File: src/rtl/ch3_pkg.sv
// Shared types for the sr_latch button front end.
// FSM state encoding used by the pulse generator.
package ch3_pkg;

  typedef enum logic [1:0] {
    IDLE,
    PULSE_S,
    PULSE_R
  } sr_drv_state_t;

endpackage

File: src/rtl/debouncer.sv
// One button channel: two-flop synchronizer, counter debouncer,
// and rising-edge detector on the debounced level.
module debouncer #(
  parameter int DEBOUNCE_CYCLES = 4
) (
  input  logic clk,
  input  logic reset,
  input  logic btn,
  output logic stable,
  output logic rise
);

  localparam int CW = $clog2(DEBOUNCE_CYCLES);
  localparam logic [CW-1:0] CNT_MAX = CW'(DEBOUNCE_CYCLES - 1);

  logic          sync1_q;
  logic          sync2_q;
  logic          stable_q, stable_d;
  logic          stable_dly_q;
  logic [CW-1:0] cnt_q, cnt_d;

  always_comb begin
    stable_d = stable_q;
    cnt_d    = cnt_q;
    if (sync2_q == stable_q) begin
      cnt_d = '0;
    end else if (cnt_q == CNT_MAX) begin
      stable_d = ~stable_q;
      cnt_d    = '0;
    end else begin
      cnt_d = cnt_q + CW'(1);
    end
  end

  always_ff @(posedge clk) begin
    if (reset) begin
      sync1_q      <= 1'b0;
      sync2_q      <= 1'b0;
      stable_q     <= 1'b0;
      stable_dly_q <= 1'b0;
      cnt_q        <= '0;
    end else begin
      sync1_q      <= btn;
      sync2_q      <= sync1_q;
      stable_q     <= stable_d;
      stable_dly_q <= stable_q;
      cnt_q        <= cnt_d;
    end
  end

  assign stable = stable_q;
  assign rise   = stable_q & ~stable_dly_q;

endmodule

File: src/rtl/sr_button_driver.sv
// Turns two bouncy buttons into mutually exclusive, fixed-length
// set/reset pulses for the downstream sr_latch.
module sr_button_driver
  import ch3_pkg::*;
#(
  parameter int DEBOUNCE_CYCLES = 4,
  parameter int PULSE_LEN       = 1
) (
  input  logic clk,
  input  logic reset,
  input  logic set_btn,
  input  logic rst_btn,
  output logic s,
  output logic r,
  output logic conflict,
  output logic drop
);

  localparam int PW = $clog2(PULSE_LEN + 1);
  localparam logic [PW-1:0] PLEN = PW'(PULSE_LEN);

  logic req_s, req_r;
  logic set_stable, rst_stable;

  sr_drv_state_t state_q, state_d;
  logic [PW-1:0] pcnt_q, pcnt_d;
  logic          s_q, s_d;
  logic          r_q, r_d;
  logic          conflict_q, conflict_d;
  logic          drop_q, drop_d;

  debouncer #(.DEBOUNCE_CYCLES(DEBOUNCE_CYCLES)) u_set_db (
    .clk    (clk),
    .reset  (reset),
    .btn    (set_btn),
    .stable (set_stable),
    .rise   (req_s)
  );

  debouncer #(.DEBOUNCE_CYCLES(DEBOUNCE_CYCLES)) u_rst_db (
    .clk    (clk),
    .reset  (reset),
    .btn    (rst_btn),
    .stable (rst_stable),
    .rise   (req_r)
  );

  // Debounced levels are only needed through their edges here.
  logic unused_stable;
  assign unused_stable = set_stable ^ rst_stable;

  always_comb begin
    state_d    = state_q;
    pcnt_d     = pcnt_q;
    s_d        = s_q;
    r_d        = r_q;
    conflict_d = 1'b0;
    drop_d     = 1'b0;
    case (state_q)
      IDLE: begin
        if (req_s && req_r) begin
          conflict_d = 1'b1;
        end else if (req_s) begin
          state_d = PULSE_S;
          s_d     = 1'b1;
          r_d     = 1'b0;
          pcnt_d  = PW'(1);
        end else if (req_r) begin
          state_d = PULSE_R;
          r_d     = 1'b1;
          s_d     = 1'b0;
          pcnt_d  = PW'(1);
        end
      end
      PULSE_S, PULSE_R: begin
        drop_d = req_s | req_r;
        if (pcnt_q == PLEN) begin
          state_d = IDLE;
          s_d     = 1'b0;
          r_d     = 1'b0;
          pcnt_d  = '0;
        end else begin
          pcnt_d = pcnt_q + PW'(1);
        end
      end
      default: begin
        state_d = IDLE;
        s_d     = 1'b0;
        r_d     = 1'b0;
        pcnt_d  = '0;
      end
    endcase
  end

  always_ff @(posedge clk) begin
    if (reset) begin
      state_q    <= IDLE;
      pcnt_q     <= '0;
      s_q        <= 1'b0;
      r_q        <= 1'b0;
      conflict_q <= 1'b0;
      drop_q     <= 1'b0;
    end else begin
      state_q    <= state_d;
      pcnt_q     <= pcnt_d;
      s_q        <= s_d;
      r_q        <= r_d;
      conflict_q <= conflict_d;
      drop_q     <= drop_d;
    end
  end

  assign s        = s_q;
  assign r        = r_q;
  assign conflict = conflict_q;
  assign drop     = drop_q;

endmodule

File: config.mk
export PLATFORM = sky130hd
export DESIGN_NAME = sr_button_driver
export DESIGN_NICKNAME = d
export VERILOG_FILES = /design/src/rtl/ch3_pkg.sv /design/src/rtl/debouncer.sv /design/src/rtl/sr_button_driver.sv
export SDC_FILE = /design/constraint.sdc
export NUM_CORES = 1
export LEC_CHECK = 0
export CORE_MARGIN = 1
export CORE_UTILIZATION = 46
export CTS_CLUSTER_DIAMETER = 50
export DETAILED_ROUTE_END_ITERATION = 8
export HOLD_SLACK_MARGIN = 0.02
export PLACE_DENSITY = 0.7
export SETUP_SLACK_MARGIN = 0.5
export SYNTH_ARGS = -nofsm -noshare
export SYNTH_HDL_FRONTEND = slang
export SYNTH_SLANG_ARGS = --single-unit
File: constraint.sdc
create_clock -name clk -period 1.2 [get_ports clk]
set_input_delay 0.36 -clock clk [delete_from_list [all_inputs] [get_ports clk]]
set_output_delay 0.36 -clock clk [all_outputs]
set_load 0.02 [all_outputs]
== Yosys cells after proc, flatten, opt, wreduce, memory -nomap -nowiden ==
Cells that the tools add are included.
Word-level totals
  word-level logic and storage cells: 69
  memories: 0
  output and inout bits: 4
  register bits after elaboration: 19
  ROM bits: 0
  bits in latches: 0
  input port bits: 4
  memory bits (writable): 0
Operators by class
  muxes and demuxes: 19
  bitwise gates (word level): 11
  reduce and logical (&&, ||, !) cells: 11
  divide/modulo/power cells: 0
  add/sub/neg operators: 3
  magnitude comparators: 0
  eq/ne operators: 9
  multiply operators: 0
  shift-type cells: 0
Operators by type and width (number)
  two-way mux 1 bit: 11
  two-way mux 2 bit: 4
  NOT 1 bit: 8
  equality test 2 bit, second input constant: 3
  one-hot mux 1 bit (2 select lines): 3
  AND reduction 2 bit: 3
  OR reduction 2 bit: 3
  OR reduction 3 bit: 2
  adder 2 x 1 -> 2 bit, second input constant: 2
  != test 2 bit, second input constant: 2
  one-hot mux 2 bit (2 select lines): 1
  != test 3 bit, second input constant: 1
  AND reduction 3 bit: 1
  bitwise AND 1 bit: 2
  equality test 1 bit: 2
  equality test 2 x 1 -> 1 bit, second input constant: 1
  logical NOT 2 bit: 1
  adder 1 bit, second input constant: 1
  logical AND 1 bit: 1
  OR 1 bit: 1

== Logic depth before layout (Yosys ltp) ==
  depth in word-level cells: 6
  mapped depth: 6
  gate-level depth less buffers: 6

== Modules after synthesis ==
From an unflattened synthesis, not the netlist that was laid out.
Unflattened totals
  cells, all modules: 60
  area total of the unflattened synthesis: 671.9 um2
By module, submodules not included
  debouncer: instances 2, cells an instance 16, seq. area each 120.1 um2, area an instance 201.4 um2
  sr_button_driver: instances 1, cells an instance 28, seq. area each 100.1 um2, area an instance 269.0 um2

== Least setup slack after synthesis ==
OpenSTA, ideal clock, no wires.
  path type: reg2reg
  from: register state_q[0]
  to: register pcnt_q
  path buffers: 0
  arrival: 1.312 ns
  stages on the path, launching flop included: 7
  data required time: 1.114 ns
  slack: -0.198 ns
  library setup time: 0.086 ns
  period minus slack after synthesis: 1.398 ns
  cell sequence: dfxtp_1 -> inv_1 -> ha_1 -> nand2b_2 -> nor3_4 -> a21oi_1 -> a211oi_1
On the way
  longest elaborated chain between the ends: 3
  elaborated cells between the ends (all ways): 8
  those cells by class: 4 x eq/ne; 1 x mux; 3 x reduce/logical
RTL lines
  start: declaration: line sr_button_driver.sv:25  | sr_drv_state_t state_q, state_d;
  start signal: assignment: line sr_button_driver.sv:104  | state_q <= state_d;
  equality test 2 x 1 -> 1 bit (tied with other cells): line sr_button_driver.sv:59  | case (state_q)
  OR reduction 2 bit (tied with other cells): line sr_button_driver.sv:59
  one-hot mux 1 bit (2 select lines) or AND reduction 2 bit (tied branches)
  end signal: assignment: line sr_button_driver.sv:105  | pcnt_q <= pcnt_d;
  end: declaration: line sr_button_driver.sv:26  | logic [PW-1:0] pcnt_q, pcnt_d;
Parallel ways exist; a longest one is shown, timed or not.
A chain may end at the register's enable or synchronous reset.

==> results.md <==
* Register area share after synthesis at 0.487
* Biggest area contributors in the synthesized netlist: sky130_fd_sc_hd__dfxtp_1 (49%), sky130_fd_sc_hd__ha_1 (7.2%), sky130_fd_sc_hd__nor2b_1 (5.4%)
* Maximum number of pins on one net before global-route repair at 11
* Reg2reg setup slack at -90 ps
* CTS Hold Buffers Added at 0
* TritonCTS clock tree: built
* DRC violation count after routing at 0
* Core Util, Final at 0.799
* Violated checks: setup timing
* Data required time at the worst endpoint at 1430 ps
* Met3 Track Usage GR at 0.0652
* Final Instance Area at 1080 sq um
* Area taken by multi-input logic gates at 435 sq um
* Crit-path slowest cell: sky130_fd_sc_hd__dfxtp_4
* Worst slew pin tran at 205 ps
* Average size of a mapped cell at 10.6 sq um
* Vias/cell at 5.06
* GRT Util Overall at 0.196
* Top post-synthesis cells by count: sky130_fd_sc_hd__dfxtp_1 (17), sky130_fd_sc_hd__nor2_1 (6), sky130_fd_sc_hd__nor2b_1 (6)
* Most congested layer reported by global routing: met2
* Reg2Reg Launch Point: r$_SDFFE_PP0P_
* Setup skew after layout at 4.23 ps
* Startpoint of the most critical setup path: r$_SDFFE_PP0P_
* Delay of the slowest cell on the worst path at 370 ps
* Global route total overflow at 0
* Min Clock Period, post-route at 1290 ps
* CTS sink count at 17
* Crit path cell chain: buf_12, inv_8, ha_4, nand2b_4, nor3_4, a21oi_2, a211oi_2
* Class of the tightest hold or removal check: flop to flop
* Clk Latency, worst-skew pair at 290 ps
* Destination of the worst register-to-register timing path: pcnt_q$_SDFFE_PP0P_
* Startpoint Class: flop
* Standard cell core area at 1350 sq um
* Crit path max-delay family: flip-flops
* Setup Viol. Count Final at 3
* Worst Path Max Fanout at 4
* Max Buffers Root-to-Sink at 2
* Cell with the most instances after synthesis: sky130_fd_sc_hd__dfxtp_1
* Register cell area after layout at between 300 and 400 sq um
* Placed wire-length estimate after detailed placement at 847 microns
* Top FF cell, synth: sky130_fd_sc_hd__dfxtp_1
* # rows at 13
* Share of the clock period used by the worst path after layout at 1.08
* Max-Slew Margin vs Limit at 0.863
* Via count of the routed design at 531
* Final antenna-violating net count at 0
* Die outline height at 41.0 microns
* Setup repair after global routing missed its margin: true
* Routability-driven placement congestion ratio at 0.780
* Number of flops mapped to enable cells by yosys at 0
* Static leakage at 0.381 nW
* DRT iter0 DRCs at 7
* Share of synthesized flip-flops with an asynchronous set or reset at 0
* Port bufs at 7
* Count of different cell masters after synthesis at 23
* Net count after synthesis at 74
* Max-cap violation count at 0
* Share of the synthesized area in the top cell type at 0.487
* Power Dens Cells at 847 nW/um^2
* 1st-pass router iterations at 4
* Layout filler cell count at 80
* Seq cells post-synth at 17
* Number of buffers added by the clock tree synthesis step at 3
* Die Footprint at 1680 sq um
* IO Pins at 8
* Die W at 41.0 microns
* Critical path data arrival time at 1520 ps
* Pins Over Slew Limit at 0
* Syn. warnings at 0
* Met2 demand-to-capacity share in global routing at 0.336
* Clock transition time at the flip-flop clock pins of the worst setup and hold paths at 100 ps
* Max VDD drop at 0.565 mV
* Cell depth of the worst flop-to-flop path at 7
* M1 GR Usage at 0.211
* Post-detailed-placement cell area at 896 sq um
* Run status: finished, violations left
* Total detailed-routing wirelength at between 1 and 1.5 mm
* H-tree Lvls at 1
* Area leader, netlist: sky130_fd_sc_hd__dfxtp_1
* Starting Density at 0.518
* Number of hold violations in the final report at 0
* Final #Nets at 99
* Routed wire per std cell at between 10 and 15 microns
* Fraction of layout instances using a drive strength above 1 at 0.622
* CP Class: flop to flop
* Sort of element at the end of the critical path: flop
* Final critical-path setup slack at -92.2 ps
* Worst setup path endpoint: pcnt_q$_SDFFE_PP0P_
* Cell area after synthesis at ~700 sq um
* Achievable frequency at between 700 and 800 MHz
* Worst Path Buf+Inv at 2
* Antenna diode count at 0
* Via count of the first global-routing pass at 444
* Wire length of the first global-routing pass at 1.99 mm
* Clk Tree Root Cell: sky130_fd_sc_hd__clkbuf_4
* WP depth at 7
* Number of antenna violations at the first check in global routing at 0
* Cell count after synthesis at between 60 and 70
* Area added between synthesis and finish at 54.2%
## repair_timing
item,in CTS,in global routing
pin swaps,8,8
gates resized for setup,37,13
setup buffers,4,3
endpoints found under the setup margin,21,17
## kinds of logic (layout without fill, tap and decap cells)
group | Yosys count | in the layout | share of synthesized area
simple gates | 28 | 28 | 0.263
buf+inv | 5 | 29 | 0.0376
mux | 2 | 2 | 0.0286
compound gates | 7 | 7 | 0.0644
flops | 17 | 17 | 0.487
fa+ha+maj | 4 | 4 | 0.0716
xor+xnor | 3 | 3 | 0.0483
## layout make-up
class	count	share of cell area
Multi-Input combinational cell	44	0.404
Clock buffer	3	0.0209
Inverter	4	0.0209
Tap cell	15	0.0174
Sequential cell	17	0.340
Clock inverter	1	0.00464
Timing Repair Buffer	21	0.193
## worst reg2reg max path, delay by kind of cell (launching register included)
kind                     cells  cell delay [ps]
buffers and inverters        2              140
AND/OR/NAND/NOR              2              240
adder cells (fa/ha/maj)      1              270
AO/OA/AOI/OAI                2              220
flip-flops                   1              370
## registers in the layout (all words and copies together), names as in the netlist
name / flops
r: 1
state_q: 1
u_rst_db.sync1_q: 1
u_rst_db.stable: 1
u_set_db.sync1_q: 1
u_set_db.stable: 1
drop: 1
u_rst_db.cnt_q: 2
pcnt_q: 1
u_set_db.cnt_q: 2
conflict: 1
u_set_db.stable_dly_q: 1
u_rst_db.sync2_q: 1
u_rst_db.stable_dly_q: 1
u_set_db.sync2_q: 1
## per-layer routing
layer / part of all wire / wire, microns
met3: 0.031 / 43
met1: 0.41 / 577
met2: 0.52 / 731
met4: 0.029 / 41
met5: 0 / 0
## cells in the final DEF, fill, tap and decap left out, types with 3 or more instances in the layout
cell                       n
sky130_fd_sc_hd__buf_6     9
sky130_fd_sc_hd__dfxtp_1   8
sky130_fd_sc_hd__buf_4     7
sky130_fd_sc_hd__dfxtp_4   6
sky130_fd_sc_hd__nor2_1    4
sky130_fd_sc_hd__nor2b_1   4
sky130_fd_sc_hd__nand2b_1  3
sky130_fd_sc_hd__ha_4      3
sky130_fd_sc_hd__clkbuf_4  3
sky130_fd_sc_hd__dfxtp_2   3
## how the worst min path moves through the flow
stage / slack (ps) / endpoint / depth (start not counted) / start
after detailed placement: 390 / u_set_db.cnt_q[0]$_SDFF_PP0_ / 1 / u_set_db.cnt_q[0]$_SDFF_PP0_
after CTS: 430 / u_rst_db.cnt_q[0]$_SDFF_PP0_ / 1 / u_rst_db.cnt_q[0]$_SDFF_PP0_
after global routing: 450 / u_rst_db.cnt_q[0]$_SDFF_PP0_ / 1 / u_rst_db.cnt_q[0]$_SDFF_PP0_
after floorplan: 380 / u_rst_db.cnt_q[0]$_SDFF_PP0_ / 1 / u_rst_db.cnt_q[0]$_SDFF_PP0_
after global placement: 390 / u_set_db.cnt_q[0]$_SDFF_PP0_ / 1 / u_set_db.cnt_q[0]$_SDFF_PP0_
final: 430 / u_rst_db.cnt_q[0]$_SDFF_PP0_ / 1 / u_rst_db.cnt_q[0]$_SDFF_PP0_
## metrics by stage
stage | hold slack, ps | instances | setup TNS [ps] | setup WS [ps] | total power [mW]
floorplan | 383 | 66 | -3.05 | -1.53 | 0.597
global placement | 389 | 94 | -1430 | -151 | 0.612
detailed placement | 392 | 94 | -1620 | -168 | 0.613
CTS | 427 | 102 | -216 | -87.5 | 0.915
global route | 451 | 105 | -449 | -152 | 0.958
finish | 433 | 105 | -211 | -92.2 | 0.913
## report_power, final
| part | total (mW) | internal, mW | switching (mW) | leakage, nW |
|---|---|---|---|---|
| sequential | 0.564 | 0.559 | 0.00491 | 0.144 |
| clock | 0.308 | 0.124 | 0.184 | 0.0177 |
| combinational | 0.0407 | 0.0241 | 0.0166 | 0.219 |
| total | 0.913 | 0.708 | 0.206 | 0.381 |
Power figures use the tool's default switching activity.
